==> src/rtl/serial_adder.sv <==
// Bit-serial adder: one full_adder cell plus a carry flop, LSB first, one bit per clk.
// Optional signed-overflow output enabled by defining SERIAL_ADDER_OVF_EN.

module full_adder (
    input  logic a_i,
    input  logic b_i,
    input  logic c_i,
    output logic s_o,
    output logic c_o
);
    assign s_o = a_i ^ b_i ^ c_i;
    assign c_o = (a_i & b_i) | (c_i & (a_i ^ b_i));
endmodule

// state | meaning
// IDLE  | waiting for start; operands loaded when start is sampled high
// RUN   | one operand bit processed per edge, LSB first
// DONE  | result published last edge; done pulse, back to IDLE next edge
module serial_adder #(
    parameter int WIDTH = 8
) (
    input  logic             clk,
    input  logic             rst_n,
    input  logic             start,
    input  logic [WIDTH-1:0] a,
    input  logic [WIDTH-1:0] b,
    input  logic             cin,
    output logic [WIDTH-1:0] sum,
    output logic             cout,
    output logic             busy,
    output logic             done
`ifdef SERIAL_ADDER_OVF_EN
    ,
    output logic             ovf
`endif
);
    localparam int CW = (WIDTH > 1) ? $clog2(WIDTH) : 1;

    typedef enum logic [1:0] {
        IDLE = 2'd0,
        RUN  = 2'd1,
        DONE = 2'd2
    } state_t;

    state_t           state_q, state_d;
    logic [WIDTH-1:0] a_q, a_d;
    logic [WIDTH-1:0] b_q, b_d;
    logic [WIDTH-1:0] res_q, res_d;
    logic [WIDTH-1:0] sum_q, sum_d;
    logic             carry_q, carry_d;
    logic             cout_q, cout_d;
    logic [CW-1:0]    cnt_q, cnt_d;
`ifdef SERIAL_ADDER_OVF_EN
    logic             ovf_q, ovf_d;
`endif

    logic             fa_s, fa_c;
    logic             last_bit;
    logic [WIDTH-1:0] res_shift;

    full_adder u_fa (
        .a_i (a_q[0]),
        .b_i (b_q[0]),
        .c_i (carry_q),
        .s_o (fa_s),
        .c_o (fa_c)
    );

    assign last_bit  = (cnt_q == CW'(WIDTH - 1));
    // New sum bit enters at the MSB so the LSB lands at bit 0 after WIDTH shifts.
    assign res_shift = (res_q >> 1) | (WIDTH'(fa_s) << (WIDTH - 1));

    always_comb begin
        state_d = state_q;
        a_d     = a_q;
        b_d     = b_q;
        res_d   = res_q;
        sum_d   = sum_q;
        carry_d = carry_q;
        cout_d  = cout_q;
        cnt_d   = cnt_q;
`ifdef SERIAL_ADDER_OVF_EN
        ovf_d   = ovf_q;
`endif
        case (state_q)
            IDLE: begin
                if (start) begin
                    a_d     = a;
                    b_d     = b;
                    carry_d = cin;
                    res_d   = '0;
                    cnt_d   = '0;
                    state_d = RUN;
                end
            end
            RUN: begin
                res_d   = res_shift;
                carry_d = fa_c;
                a_d     = a_q >> 1;
                b_d     = b_q >> 1;
                cnt_d   = cnt_q + CW'(1);
                if (last_bit) begin
                    sum_d   = res_shift;
                    cout_d  = fa_c;
`ifdef SERIAL_ADDER_OVF_EN
                    // carry_q is the carry into the MSB on this edge.
                    ovf_d   = carry_q ^ fa_c;
`endif
                    state_d = DONE;
                end
            end
            DONE:    state_d = IDLE;
            default: state_d = IDLE;
        endcase
    end

    always_ff @(posedge clk or negedge rst_n) begin
        if (!rst_n) begin
            state_q <= IDLE;
            a_q     <= '0;
            b_q     <= '0;
            res_q   <= '0;
            sum_q   <= '0;
            carry_q <= 1'b0;
            cout_q  <= 1'b0;
            cnt_q   <= '0;
`ifdef SERIAL_ADDER_OVF_EN
            ovf_q   <= 1'b0;
`endif
        end else begin
            state_q <= state_d;
            a_q     <= a_d;
            b_q     <= b_d;
            res_q   <= res_d;
            sum_q   <= sum_d;
            carry_q <= carry_d;
            cout_q  <= cout_d;
            cnt_q   <= cnt_d;
`ifdef SERIAL_ADDER_OVF_EN
            ovf_q   <= ovf_d;
`endif
        end
    end

    assign sum  = sum_q;
    assign cout = cout_q;
    assign busy = (state_q != IDLE);
    assign done = (state_q == DONE);
`ifdef SERIAL_ADDER_OVF_EN
    assign ovf  = ovf_q;
`endif

endmodule

==> config.mk <==
export PLATFORM = sky130hd
export DESIGN_NAME = serial_adder
export DESIGN_NICKNAME = d
export VERILOG_FILES = /design/src/rtl/serial_adder.sv
export SDC_FILE = /design/constraint.sdc
export NUM_CORES = 1
export LEC_CHECK = 0
export ABC_AREA = 1
export CORE_ASPECT_RATIO = 0.5
export CORE_MARGIN = 2
export CORE_UTILIZATION = 35
export DETAILED_ROUTE_END_ITERATION = 10
export PLACE_DENSITY = 0.56
export SLEW_MARGIN = 25
export SYNTH_ARGS = -nofsm -noshare
export SYNTH_HDL_FRONTEND = slang
export SYNTH_HIERARCHICAL = 1
export SYNTH_SLANG_ARGS = --single-unit
==> constraint.sdc <==
create_clock -name clk -period 1.3 [get_ports clk]
set_input_delay 0.26 -clock clk [delete_from_list [all_inputs] [get_ports clk]]
set_output_delay 0.26 -clock clk [all_outputs]
set_load 0.02 [all_outputs]
==> metrics.cfg, run 1 <==
[status]
status = complete, no violations

[grt]
grt_usage_pct = 14.41
grt_antenna_before_repair = 0
grt_max_degree = 39
grt_pass1_wl_um = 6285
grt_pass1_vias = 1331
overflow = 0

[synthesis]
ys_ff_latch = 38
synth_cell_types = 17
ys_top_cells_by_area = dfrtp_1, nand2_1, nand3_1
syn_avg_cell_area_um2 = 8.007
yosysSeqAreaShare_pct = 53.26
synth_top_area_share_pct = 53.26
yosysTopAreaCell = dfrtp_1
ys_warn_count = 6
syn_nets = 246
synth_area_mm2 = 0.001785
syn_inst = 223

[drt]
dr.pass1.iters = 4
wl_um = 3740
via_count = 1465
drt.antenna.violating_nets = 0
viasPerCell = 4.322
detail_route.drc_violations = 0
routedWlPerCell_um = 11.03
drtIter0Drc = 52

[place]
port_buffers = 30
dp.cells = 329
place_hpwl_um = 2461
place_congestion = 0.6989

[worst_hold_path]
hold_class = in -> async

[clocking]
numCtsBuffers = 5
cts_tree = built
htree_levels = 2
worstSkewPairLatency_ns = 0.29
cts-root-buf = clkbuf_8
clk_pin_slew_ns = 0.08
cts.sinks = 38
clock_path_buffers = 2

[timing]
fin_skew_ns = 0.004746
final-setup-viol-count = 0
period_needed_ns = 1.276
finalSetupTns_ns = 0
hold_violations = 0
slew_headroom_pct = 85.06
max_freq_mhz = 783.5
worstMarginPinSlew_ns = 0.2241
maxSlewViolCount = 0
period_share_pct = 98.18

[pwr]
peakVddDrop_uv = 696.2
leakagePower_uw = 0.001293
cellPowerDensity_mw_per_mm2 = 2226

[worst_setup_path]
reg2reg_from = cnt_q[0]
cp-startpoint = cout
crit_slowest_cell = dfrtp_1
crit_path_start_kind = flop
cp.arrival_ns = 1.02
critical_path.max_fanout = 2
crit_family = flip-flops
path_buf_inv = 1
criticalPathCategory = reg -> out
worstPathCellList = dlygate4sd2_1
crit_path_end_kind = primary output
crit_path_max_incr_delay_ns = 0.40
cp.required_ns = 1.04

[finish]
syn_to_final_growth_pct = 34.76
drive_above_1_share_pct = 14.50
nets = 291
fillerInstances = 513
diodes = 0
stdcell_count = 339

[floorplanning]
die_w_um = 105.0
io-pin-count = 31
die-area_mm2 = 0.005724
row_count = 18
coreArea_mm2 = 0.004910
start_util_pct = 36.37
die_y_um = 54.51

[flow_run]
cap_violations = 0

state kept, by name, summed over array words and instances (netlist names):
name and flops:
b_q 8, state_q 2, cout 1, carry_q 1
cnt_q 3, a_q 8, sum 8, res_q 7
repair_timing:
| item | in CTS | in global routing |
|---|---|---|
| gates resized for setup | 17 | 7 |
| gates cloned | 0 | 1 |
| buffers inserted | 0 | 0 |
| hold endpoints to repair | 38 | 0 |
| setup endpoints to repair | 11 | 31 |
| hold buffers | 1 | 0 |
| pin swaps | 0 | 1 |
final cells by class:
type                       count  area [µm²]  area share (%)
sequential                    38       950.9           39.52
multi-input combinational    134       644.4           26.78
timing repair buffer          49       478.0           19.86
inverter                      40       150.1           6.240
tap                           70       87.58           3.640
clock buffer                   6       82.58           3.432
clock inverter                 2       12.51          0.5200
synthesized netlist by cell type:
master,n
dfrtp_1,38
o21ai_0,13
inv_2,1
o21ai_1,5
nor2_1,2
inv_1,39
nand2_1,74
ha_1,2
nand3_1,30
buf_2,7
buf_4,3
nor2_2,1
a21oi_1,1
a21oi_2,1
buf_6,1
fa_1,1
nand2_2,4
path summary, 6_finish.rpt:
| kind | to | slack, ns | cells past startpoint |
|---|---|---|---|
| worst max-delay path | cout | 0.02 | 1 |
| worst min-delay path | sum[4] | 0.45 | 3 |
| worst max register to register | sum[6] | 0.06 | 5 |
| worst min register to register | sum[2] | 0.48 | 2 |
| max in group asynchronous | b_q[0] | 0.65 | 3 |
| min in group clk | sum[2] | 0.48 | 2 |
metal layers:
metal	vias up	track usage [%]	share of wire [%]
met2	21	23.70	47
met1	674	18.92	48
met3	5	3.690	3.7
li1	765	-	-
met4	0	5.333	1.1
met5	-	0	0
metrics by stage:
step                      power, µW  util, %  worst slack, ns  hold WS, ns  cell area (µm²)
final                          5356    49.01          0.02364       0.4526             2406
after global placement         4458    46.13         -0.05241       0.2413             2265
after detailed placement       4529    46.13         -0.06098       0.2449             2265
after global routing           5891    49.01        -0.004672       0.5053             2406
after CTS                      5314    47.83          0.01129       0.4561             2349
after floorplan                3605        -          0.02736     -0.03559             1785
placed cells by master (no fill, tap or decap), types with 2 or more instances in the layout:
master           netlist  routed
nand2_1               74      74
inv_1                 39      38
dfrtp_1               38      38
nand3_1               30      30
clkdlybuf4s50_1        0      18
o21ai_0               13      13
buf_4                  3      13
dlygate4sd2_1          0       9
clkbuf_8               0       6
o21ai_1                5       4
nand2_2                4       3
buf_2                  7       3
buf_12                 0       3
inv_2                  1       2
nor2_1                 2       2
kinds of logic (layout without fill, tap and decap cells):
kind of cell               Yosys count  after routing  share of synthesized area (%)
AOI/OAI and AO/OA                   20             20                          5.816
adders and majority gates            3              3                          2.523
buffers and inverters               51             97                          12.26
DFF                                 38             38                          53.26
and+or+nand+nor                    111            111                          26.14
where the power goes:
part           switching (µW)  internal [µW]
registers                 275           1720
clock network             437            427
logic                    1390           1110
No activity file was read; power rests on OpenSTA's default activity.
==> run 2, diff against run 1 <==
--- a/config.mk
+++ b/config.mk
@@ -10,7 +10,9 @@
 export CORE_MARGIN = 2
 export CORE_UTILIZATION = 35
 export DETAILED_ROUTE_END_ITERATION = 10
+export MAX_ROUTING_LAYER = met4
 export PLACE_DENSITY = 0.56
+export SETUP_SLACK_MARGIN = 0.4
 export SLEW_MARGIN = 25
 export SYNTH_ARGS = -nofsm -noshare
 export SYNTH_HDL_FRONTEND = slang
==> run 2 against run 1 <==
Clock power rose by 19%. Final cell count is 4.7% higher. Die area unchanged. Clock-buffer cell count is the same. Via count is 6.4% higher. Final area up 21%. Setup slack better by 0.022 ns. Critical path type unchanged. Critical endpoint is now busy. Largest cell class unchanged.
==> metrics.cfg, run 2 (synthesis results as in run 1) <==
[grt]
grt_pass1_wl_um = 6734
overflow = 0
grt_pass1_vias = 1441
grtUsageMet2_pct = 25.32
use_met1_pct = 20.09
use_met3_pct = 4.405
busiest_layer = met2
grt_antenna_before_repair = 0
grt_max_degree = 39
grt_usage_pct = 16.06

[timing]
fin_ws_ns = 0.04574
period_share_pct = 96.48
max_freq_mhz = 797.3
fin_skew_ns = 0.008765
final-setup-viol-count = 0
finalSetupTns_ns = 0
whs_ns = 0.4545
slew_headroom_pct = 84.75
hold_violations = 0
maxSlewViolCount = 0
rsz0062_at_grt = yes
period_needed_ns = 1.254
worstMarginPinSlew_ns = 0.2281

[drt]
detail_route.drc_violations = 0
via_count = 1559
wl_um = 4189
routedWlPerCell_um = 11.80
drt.antenna.violating_nets = 0
viasPerCell = 4.392
drtIter0Drc = 50
dr.pass1.iters = 4

[clocking]
numCtsBuffers = 5
clock_path_buffers = 2
cts_tree = built
cts-root-buf = clkbuf_8
htree_levels = 2
cts.sinks = 38
clk_pin_slew_ns = 0.08
worstSkewPairLatency_ns = 0.29

[worst_setup_path]
crit_path_end_kind = primary output
worstPathCellList = inv_4 > nand2_4 > buf_6
cp.arrival_ns = 0.99
cp.required_ns = 1.04
crit_family = flip-flops
crit_path_start_kind = flop
ff2ff_setup_slack_ns = 0.06
critical_path.max_fanout = 4
criticalPathCategory = reg -> out
path_buf_inv = 2
crit_slowest_cell = dfrtp_1
crit_path_max_incr_delay_ns = 0.41

[worst_hold_path]
hold_class = in -> async

[pwr]
switching_share_pct = 38.58
peakVddDrop_uv = 744.0
pwr-share-clk_pct = 15.2
pwr-share-seq_pct = 30.2
power.internal_uw = 4176
power_frac_comb_pct = 54.6
cellPowerDensity_mw_per_mm2 = 2342
p_total_uw = 6800
switching_power_uw = 2624
leakagePower_uw = 0.001505

[place]
placedInstanceArea_mm2 = 0.002416
place_hpwl_um = 2662
place_ws_ns = -0.1077
port_buffers = 30
place_congestion = 0.7524

[finish]
layout_common_cells = nand2_1, dfrtp_1, inv_1
drive_above_1_share_pct = 40.00
diodes = 0
nets = 308
stdcell_area_mm2 = 0.002904
syn_to_final_growth_pct = 62.65
layout_commonest_cell = nand2_1

[flow_run]
cap_violations = 0

[floorplanning]
die_y_um = 54.51
row_count = 18
die_w_um = 105.0
coreArea_mm2 = 0.004910
start_util_pct = 36.37
io-pin-count = 31
die-area_mm2 = 0.005724

[status]
status = complete, no violations

run 2: changes by cell type in the layout (fill, tap and decap cells not counted), moves of 10 or more:
cell | previous run | this run
nand3_1 | 30 | 7
nand3_2 | 0 | 23
buf_6 | 1 | 16
o21ai_0 | 13 | 0
nand2_1 | 74 | 63
o21ai_2 | 0 | 10
run 2: final timing paths:
check	start	end	cells after the start
max in group asynchronous	rst_n	state_q[0]	3
min in group clk	b_q[4]	b_q[4]	2
min reg2reg	b_q[4]	b_q[4]	2
max reg2reg	state_q[1]	b_q[2]	8
max	state_q[1]	busy	3
min	rst_n	b_q[6]	3
run 2: tightest hold or removal path, stage by stage:
cell and delay (ns):
dlygate4sd3_1 0.52, buf_2 0.12, buf_12 0.21
run 2: metal layers:
metal	up-vias	routed length, µm
met5	-	0
met4	0	10
met3	2	163
met2	26	1825
met1	730	2190
li1	801	-
run 2: cell type report:
cell class / count / area, µm²
Multi-Input combinational cell: 134 / 893.4
Sequential cell: 38 / 952.2
Inverter: 40 / 155.1
Tap cell: 70 / 87.58
Clock inverter: 1 / 30.03
Fill cell: 444 / 2006
Timing Repair Buffer: 66 / 703.2
Clock buffer: 6 / 82.58
run 2: metrics by stage:
step                      util (%)  instances
after global routing         59.15        355
after CTS                    54.54        346
final                        59.15        355
after detailed placement     49.21        329
after floorplan                  -        223
after global placement       49.21        329
run 2: repair_timing:
action	in CTS	in global routing
hold buffers	1	0
pin swaps	1	10
setup buffers	8	8
setup endpoints to repair	49	49
gates cloned	1	1
gates resized for setup	84	36
hold endpoints to repair	38	0
run 2: power by group through the flow:
stage	clock network, µW	logic, µW	registers [µW]
6_report	1030	3710	2050
5_1_grt	1110	4130	2120
4_1_cts	1070	3110	2060
3_5_place_dp	0	2840	2050
3_3_place_gp	0	2760	2030
2_1_floorplan	0	1900	2140
